$ cat config.mk
export PLATFORM = sky130hd
export DESIGN_NAME = rv32i_mem_arbiter
export DESIGN_NICKNAME = d
export VERILOG_FILES = /design/src/rtl/rv32i_mem_arbiter.sv
export SDC_FILE = /design/constraint.sdc
export NUM_CORES = 1
export LEC_CHECK = 0
export CORE_ASPECT_RATIO = 0.5
export CORE_MARGIN = 10
export CORE_UTILIZATION = 40
export DETAILED_ROUTE_END_ITERATION = 10
export GPL_TIMING_DRIVEN = 0
export PLACE_DENSITY = 0.77
export SLEW_MARGIN = 20
export SYNTH_ARGS = -nofsm -noshare
export SYNTH_HDL_FRONTEND = slang
export SYNTH_SLANG_ARGS = --single-unit
$ cat constraint.sdc
create_clock -name clk -period 2.9 [get_ports clk]
set_input_delay 0.58 -clock clk [delete_from_list [all_inputs] [get_ports clk]]
set_output_delay 0.58 -clock clk [all_outputs]
set_load 0.05 [all_outputs]
$ cat src/rtl/rv32i_mem_arbiter.sv
// rv32i_mem_arbiter: shares one single-port memory between the RV32I
// instruction-fetch port and the data port. One transaction is outstanding
// at a time; data has priority, with a starvation counter that forces fetch
// to win after STARVE_LIMIT consecutive data grants. Byte enables, lane
// replicated store data and right-aligned load data are built here.
// Optional feature: define MEM_TIMEOUT_EN to abort a BUSY state after
// TIMEOUT_CYCLES cycles without mem_ack.
module rv32i_mem_arbiter #(
  parameter int STARVE_LIMIT   = 3,
  parameter int TIMEOUT_CYCLES = 16
) (
  input  logic        clk,
  input  logic        reset,
  input  logic        if_req,
  input  logic [31:0] if_addr,
  output logic        if_gnt,
  output logic        if_valid,
  output logic [31:0] if_rdata,
  input  logic        d_req,
  input  logic        d_we,
  input  logic [31:0] d_addr,
  input  logic [1:0]  d_size,
  input  logic [31:0] d_wdata,
  output logic        d_gnt,
  output logic        d_valid,
  output logic [31:0] d_rdata,
  output logic        d_misalign,
  output logic        mem_req,
  output logic        mem_we,
  output logic [31:0] mem_addr,
  output logic [3:0]  mem_be,
  output logic [31:0] mem_wdata,
  input  logic [31:0] mem_rdata,
  input  logic        mem_ack,
  output logic        mem_timeout
);

  typedef enum logic [1:0] {IDLE, BUSY_IF, BUSY_D} state_t;

  localparam logic [3:0] StarveMax = 4'(STARVE_LIMIT);

  state_t      state_q, state_d;
  logic [3:0]  starve_q, starve_d;
  logic        mem_req_q, mem_we_q;
  logic [31:0] mem_addr_q, mem_wdata_q;
  logic [3:0]  mem_be_q;
  logic [1:0]  off_q, size_q;
  logic        if_valid_q, d_valid_q, timeout_q;
  logic [31:0] if_rdata_q, d_rdata_q;

  logic        misalign, fetch_win, data_win, data_go, done, timeout_hit;
  logic [3:0]  be_calc;
  logic [31:0] wdata_calc, shifted, load_data;
  logic        unused_if_addr;

  assign unused_if_addr = ^if_addr[1:0];

  // IDLE arbitration: fetch wins only when data is absent or fetch is starving
  always_comb begin
    misalign = 1'b0;
    case (d_size)
      2'b00:   misalign = 1'b0;
      2'b01:   misalign = d_addr[0];
      default: misalign = |d_addr[1:0];
    endcase
    fetch_win = (state_q == IDLE) && !reset && if_req && (!d_req || (starve_q == StarveMax));
    data_win  = (state_q == IDLE) && !reset && d_req && !fetch_win;
    data_go   = data_win && !misalign;
  end

  assign done = (state_q != IDLE) && (mem_ack || timeout_hit);

  // Next state and starvation count; misaligned rejects leave both untouched
  always_comb begin
    state_d  = state_q;
    starve_d = starve_q;
    case (state_q)
      IDLE: begin
        if (fetch_win)    state_d = BUSY_IF;
        else if (data_go) state_d = BUSY_D;
      end
      default: begin
        if (done) state_d = IDLE;
      end
    endcase
    if (!if_req || fetch_win)                    starve_d = 4'd0;
    else if (data_go && (starve_q != StarveMax)) starve_d = starve_q + 4'd1;
  end

  // Lane formatting for stores and right alignment for loads
  always_comb begin
    be_calc    = 4'hF;
    wdata_calc = d_wdata;
    case (d_size)
      2'b00: begin
        be_calc    = 4'b0001 << d_addr[1:0];
        wdata_calc = {4{d_wdata[7:0]}};
      end
      2'b01: begin
        be_calc    = 4'b0011 << d_addr[1:0];
        wdata_calc = {2{d_wdata[15:0]}};
      end
      default: begin
        be_calc    = 4'hF;
        wdata_calc = d_wdata;
      end
    endcase
    shifted   = mem_rdata >> {off_q, 3'b000};
    load_data = shifted;
    case (size_q)
      2'b00:   load_data = {24'd0, shifted[7:0]};
      2'b01:   load_data = {16'd0, shifted[15:0]};
      default: load_data = shifted;
    endcase
  end

`ifdef MEM_TIMEOUT_EN
  localparam logic [15:0] TimeoutLast = 16'(TIMEOUT_CYCLES - 1);
  logic [15:0] tcnt_q;

  assign timeout_hit = (state_q != IDLE) && !mem_ack && (tcnt_q == TimeoutLast);

  // Counts cycles spent waiting in a BUSY state; restarts with every transaction
  always_ff @(posedge clk) begin
    if (reset || (state_q == IDLE) || done) tcnt_q <= 16'd0;
    else                                    tcnt_q <= tcnt_q + 16'd1;
  end
`else
  localparam int unused_timeout_cycles = TIMEOUT_CYCLES;

  assign timeout_hit = 1'b0;
`endif

  // State, memory request registers and registered completion pulses
  always_ff @(posedge clk) begin
    if (reset) begin
      state_q     <= IDLE;
      starve_q    <= 4'd0;
      mem_req_q   <= 1'b0;
      mem_we_q    <= 1'b0;
      mem_addr_q  <= 32'd0;
      mem_be_q    <= 4'd0;
      mem_wdata_q <= 32'd0;
      off_q       <= 2'd0;
      size_q      <= 2'd0;
      if_valid_q  <= 1'b0;
      d_valid_q   <= 1'b0;
      timeout_q   <= 1'b0;
      if_rdata_q  <= 32'd0;
      d_rdata_q   <= 32'd0;
    end else begin
      state_q    <= state_d;
      starve_q   <= starve_d;
      if_valid_q <= 1'b0;
      d_valid_q  <= 1'b0;
      timeout_q  <= 1'b0;
      if (fetch_win) begin
        mem_req_q   <= 1'b1;
        mem_we_q    <= 1'b0;
        mem_addr_q  <= {if_addr[31:2], 2'b00};
        mem_be_q    <= 4'hF;
        mem_wdata_q <= 32'd0;
      end else if (data_go) begin
        mem_req_q   <= 1'b1;
        mem_we_q    <= d_we;
        mem_addr_q  <= {d_addr[31:2], 2'b00};
        mem_be_q    <= be_calc;
        mem_wdata_q <= wdata_calc;
        off_q       <= d_addr[1:0];
        size_q      <= d_size;
      end else if (done) begin
        mem_req_q <= 1'b0;
        timeout_q <= timeout_hit;
        if (state_q == BUSY_IF) begin
          if_valid_q <= 1'b1;
          if_rdata_q <= timeout_hit ? 32'd0 : mem_rdata;
        end else begin
          d_valid_q <= 1'b1;
          d_rdata_q <= (timeout_hit || mem_we_q) ? 32'd0 : load_data;
        end
      end
    end
  end

  assign if_gnt      = fetch_win;
  assign d_gnt       = data_win;
  assign d_misalign  = data_win && misalign;
  assign if_valid    = if_valid_q;
  assign if_rdata    = if_rdata_q;
  assign d_valid     = d_valid_q;
  assign d_rdata     = d_rdata_q;
  assign mem_req     = mem_req_q;
  assign mem_we      = mem_we_q;
  assign mem_addr    = mem_addr_q;
  assign mem_be      = mem_be_q;
  assign mem_wdata   = mem_wdata_q;
  assign mem_timeout = timeout_q;

endmodule

==> flow_summary.json <==
{
  "final-instance-count-excl-fill": 1245,
  "postRouteAntennaNets": 0,
  "max_cap_violations": 0,
  "fill_cells": 1258,
  "multiInputGateArea_um2": 3057,
  "grt_pass1_vias": 6530,
  "critical_path.max_fanout": 4,
  "routed-via-count": 6651,
  "criticalPathCategory": "register to output port",
  "cts_sinks": 144,
  "grt_antenna_before_repair": 0,
  "setup_slack_ns": 0.03987,
  "detailed_placement_hpwl_um": 19030,
  "maximum_number_of_pins_on_one_net_before_global_route_repair": 17,
  "drt_pre_antenna_iters": 5,
  "timing.critical_path.from_type": "register",
  "post_synth_instance_area_um2": 6208,
  "die_height_um": 108.1,
  "rr_worst_depth": 7,
  "finalHoldViolCount": 0,
  "grtUsageTotal": 0.2229,
  "drt_first_iter_violations": 508,
  "timing.critical_path.slowest_stage_cell": "sky130_fd_sc_hd__a2111o_1",
  "hold-worst-slack_ns": 0.4590,
  "commonest_non_fill_non_tap_cell_in_the_layout": "sky130_fd_sc_hd__clkdlybuf4s50_1",
  "final_cell_area_um2": 9950,
  "tritoncts": "yes",
  "layout_worst_path_cycle_share": 0.9863,
  "drt_drc_violations_left": 0,
  "n_antenna_cell": 0,
  "ys_async_sr_fraction": 0,
  "die_area_um2": 21210,
  "hold_path.class": "register to register",
  "slowest_delay_ns": 0.44,
  "power-per-cell-area_nw_per_um2": 567.8,
  "fp.coreArea_um2": 15290,
  "leakage_uw": 0.003553,
  "critPathArrivalTime_ns": 2.28,
  "clock_tree.buffer_depth": 2,
  "hold-path-cell-count": 2,
  "area.growth.synth_to_final_pct": 60.26,
  "postCtsHoldBufs": 0,
  "dp_worst_setup_slack_ns": -0.8118,
  "totalWireLength_um": 25010,
  "grt_pass1_wl_um": 37850,
  "place_congestion": 0.8542,
  "worstSkewPairLatency_ns": 0.42,
  "synthesis.instances": 730,
  "cts_made_buffers": 17,
  "route.detailed.vias_per_inst": 5.342,
  "gr-total-overflow": 0,
  "power.ir.vdd_worst_uv": 540.9,
  "clock_tree.root_cell": "sky130_fd_sc_hd__clkbuf_16",
  "max_freq_mhz": 349.6,
  "cp-end-kind": "output port",
  "ys_seq_elements": 144,
  "synth-edff-count": 0,
  "ioPinCount": 276,
  "sequential_fraction_of_the_synthesis_area": 0.4643,
  "most_frequent_cells_in_the_layout": "sky130_fd_sc_hd__clkdlybuf4s50_1, sky130_fd_sc_hd__dfxtp_1, sky130_fd_sc_hd__nand2_1",
  "clk_transition_reported_paths_ns": 0.07,
  "slew_headroom": 0.3578,
  "synth.avg_cell_area_um2": 8.505,
  "area_occupied_by_registers_um2": 2888,
  "synth.lib_cells_used.distinct": 50,
  "worstPathRequired_ns": 2.32,
  "cts_max_level": 4,
  "finalNetCount": 1165,
  "tmin_final_ns": 2.860,
  "worst-slew-pin-transition_ns": 0.9553,
  "die_w_um": 196.2,
  "numPlacedInstances": 1204,
  "initial_core_util": 0.4059,
  "post_route_cells_drive_above_1_share": 0.07877,
  "timing.clock.skew_ns": 0.009239,
  "placed_cell_area_um2": 9166,
  "status": "completed",
  "timing_max_transition_violations_final": 0,
  "worstPathCellList": "ha_4 > or3b_4 > a2111o_1 > inv_2 > buf_8 > buf_12 > nor2_1 > buf_6",
  "yosysWarningCount": 0,
  "row_count": 32,
  "port_buffers": 268,
  "report.final.setup_viol": 0,
  "drt-wirelength-per-cell_um": 20.09,
  "ys.flop_type": "sky130_fd_sc_hd__dfxtp_1"
}
[path summary, 6_finish.rpt]
kind,from,end,slack [ns]
min reg2reg,mem_wdata[27]$_SDFFE_PP0P_,mem_wdata[27]$_SDFFE_PP0P_,0.46
min,mem_wdata[27]$_SDFFE_PP0P_,mem_wdata[27]$_SDFFE_PP0P_,0.46
max reg2reg,state_q[1]$_SDFFE_PP0P_,mem_wdata[8]$_SDFFE_PP0P_,0.54
max,starve_q[0]$_SDFFE_PP0P_,d_gnt,0.04
[metal layers]
layer  global-route usage  share of wire
met1               0.2781           0.41
met4              0.06988          0.020
met2               0.3847           0.50
met3              0.04325          0.061
met5                    0              0
[flip-flops by register name (all words and copies together), names as in the netlist]
register and count:
mem_be 4, mem_we 1, d_valid 1, d_rdata 32, mem_addr 30, if_valid 1
starve_q 4, mem_wdata 32, off_q 2, state_q 2, mem_req 1, if_rdata 32
size_q 2
[worst max-delay path: cells and delay by family (launching register included)]
kind	cells	cell delay, ns
AND/OR/NAND/NOR	2	0.45
flip-flops	1	0.37
buffers and inverters	4	0.46
adder cells (fa/ha/maj)	1	0.14
AO/OA/AOI/OAI	1	0.44
[synth_stat cells, types with 14 or more instances]
master                     number  share of area
sky130_fd_sc_hd__a211oi_1      25          0.030
sky130_fd_sc_hd__a21oi_1       87          0.070
sky130_fd_sc_hd__a22o_1        16          0.023
sky130_fd_sc_hd__buf_2         14          0.011
sky130_fd_sc_hd__clkbuf_1      40          0.024
sky130_fd_sc_hd__dfxtp_1      144           0.46
sky130_fd_sc_hd__mux2i_1       41          0.066
sky130_fd_sc_hd__nand2_1      138          0.083
sky130_fd_sc_hd__nand3_1       15          0.012
sky130_fd_sc_hd__nand3b_1      19          0.023
sky130_fd_sc_hd__nor2_1        49          0.030
sky130_fd_sc_hd__o21ai_0       30          0.024
[metrics by stage]
stage | util | TNS (ns) | total power (uW)
after global routing | 0.6505 | -0.02018 | 5827
after detailed placement | 0.5993 | -2.931 | 3191
after CTS | 0.6467 | 0 | 5668
after floorplan | - | 0 | 2717
after global placement | 0.5989 | -2.789 | 3176
final | 0.6505 | 0 | 5650
[what timing repair did]
action,4_1_cts,5_1_grt
endpoints found under the setup margin,3,2
resized for setup,29,5
buffers inserted,5,5
pin swaps,2,2
[logic make-up (layout without fill, tap and decap cells)]
family	Yosys count	in the layout	share of synthesized area
AO/OA/AOI/OAI	223	223	0.2310
XOR/XNOR	2	2	0.002822
adder cells (fa/ha/maj)	1	1	0.002015
buffers and inverters	69	378	0.05058
flip-flops	144	144	0.4643
multiplexers	41	41	0.06610
other	1	3	0.0006040
AND/OR/NAND/NOR	249	249	0.1826
[where the power goes]
| group | leakage, uW | total [uW] | switching, uW | internal (uW) |
|---|---|---|---|---|
| logic | 0.00206 | 1070 | 637 | 428 |
| clock network | 0.000323 | 2480 | 989 | 1490 |
| registers | 0.00117 | 2100 | 45.3 | 2060 |
[final cells by class]
cell class | count | area share
plain buffers | 65 | 0.03169
clock buffers | 17 | 0.04276
clock inverters | 15 | 0.02389
inverters | 3 | 0.001132
multi-input cells | 519 | 0.3072
flip-flops and latches | 144 | 0.2902
well taps | 204 | 0.02565
repair buffers | 278 | 0.2774
Power figures use the tool's default switching activity.
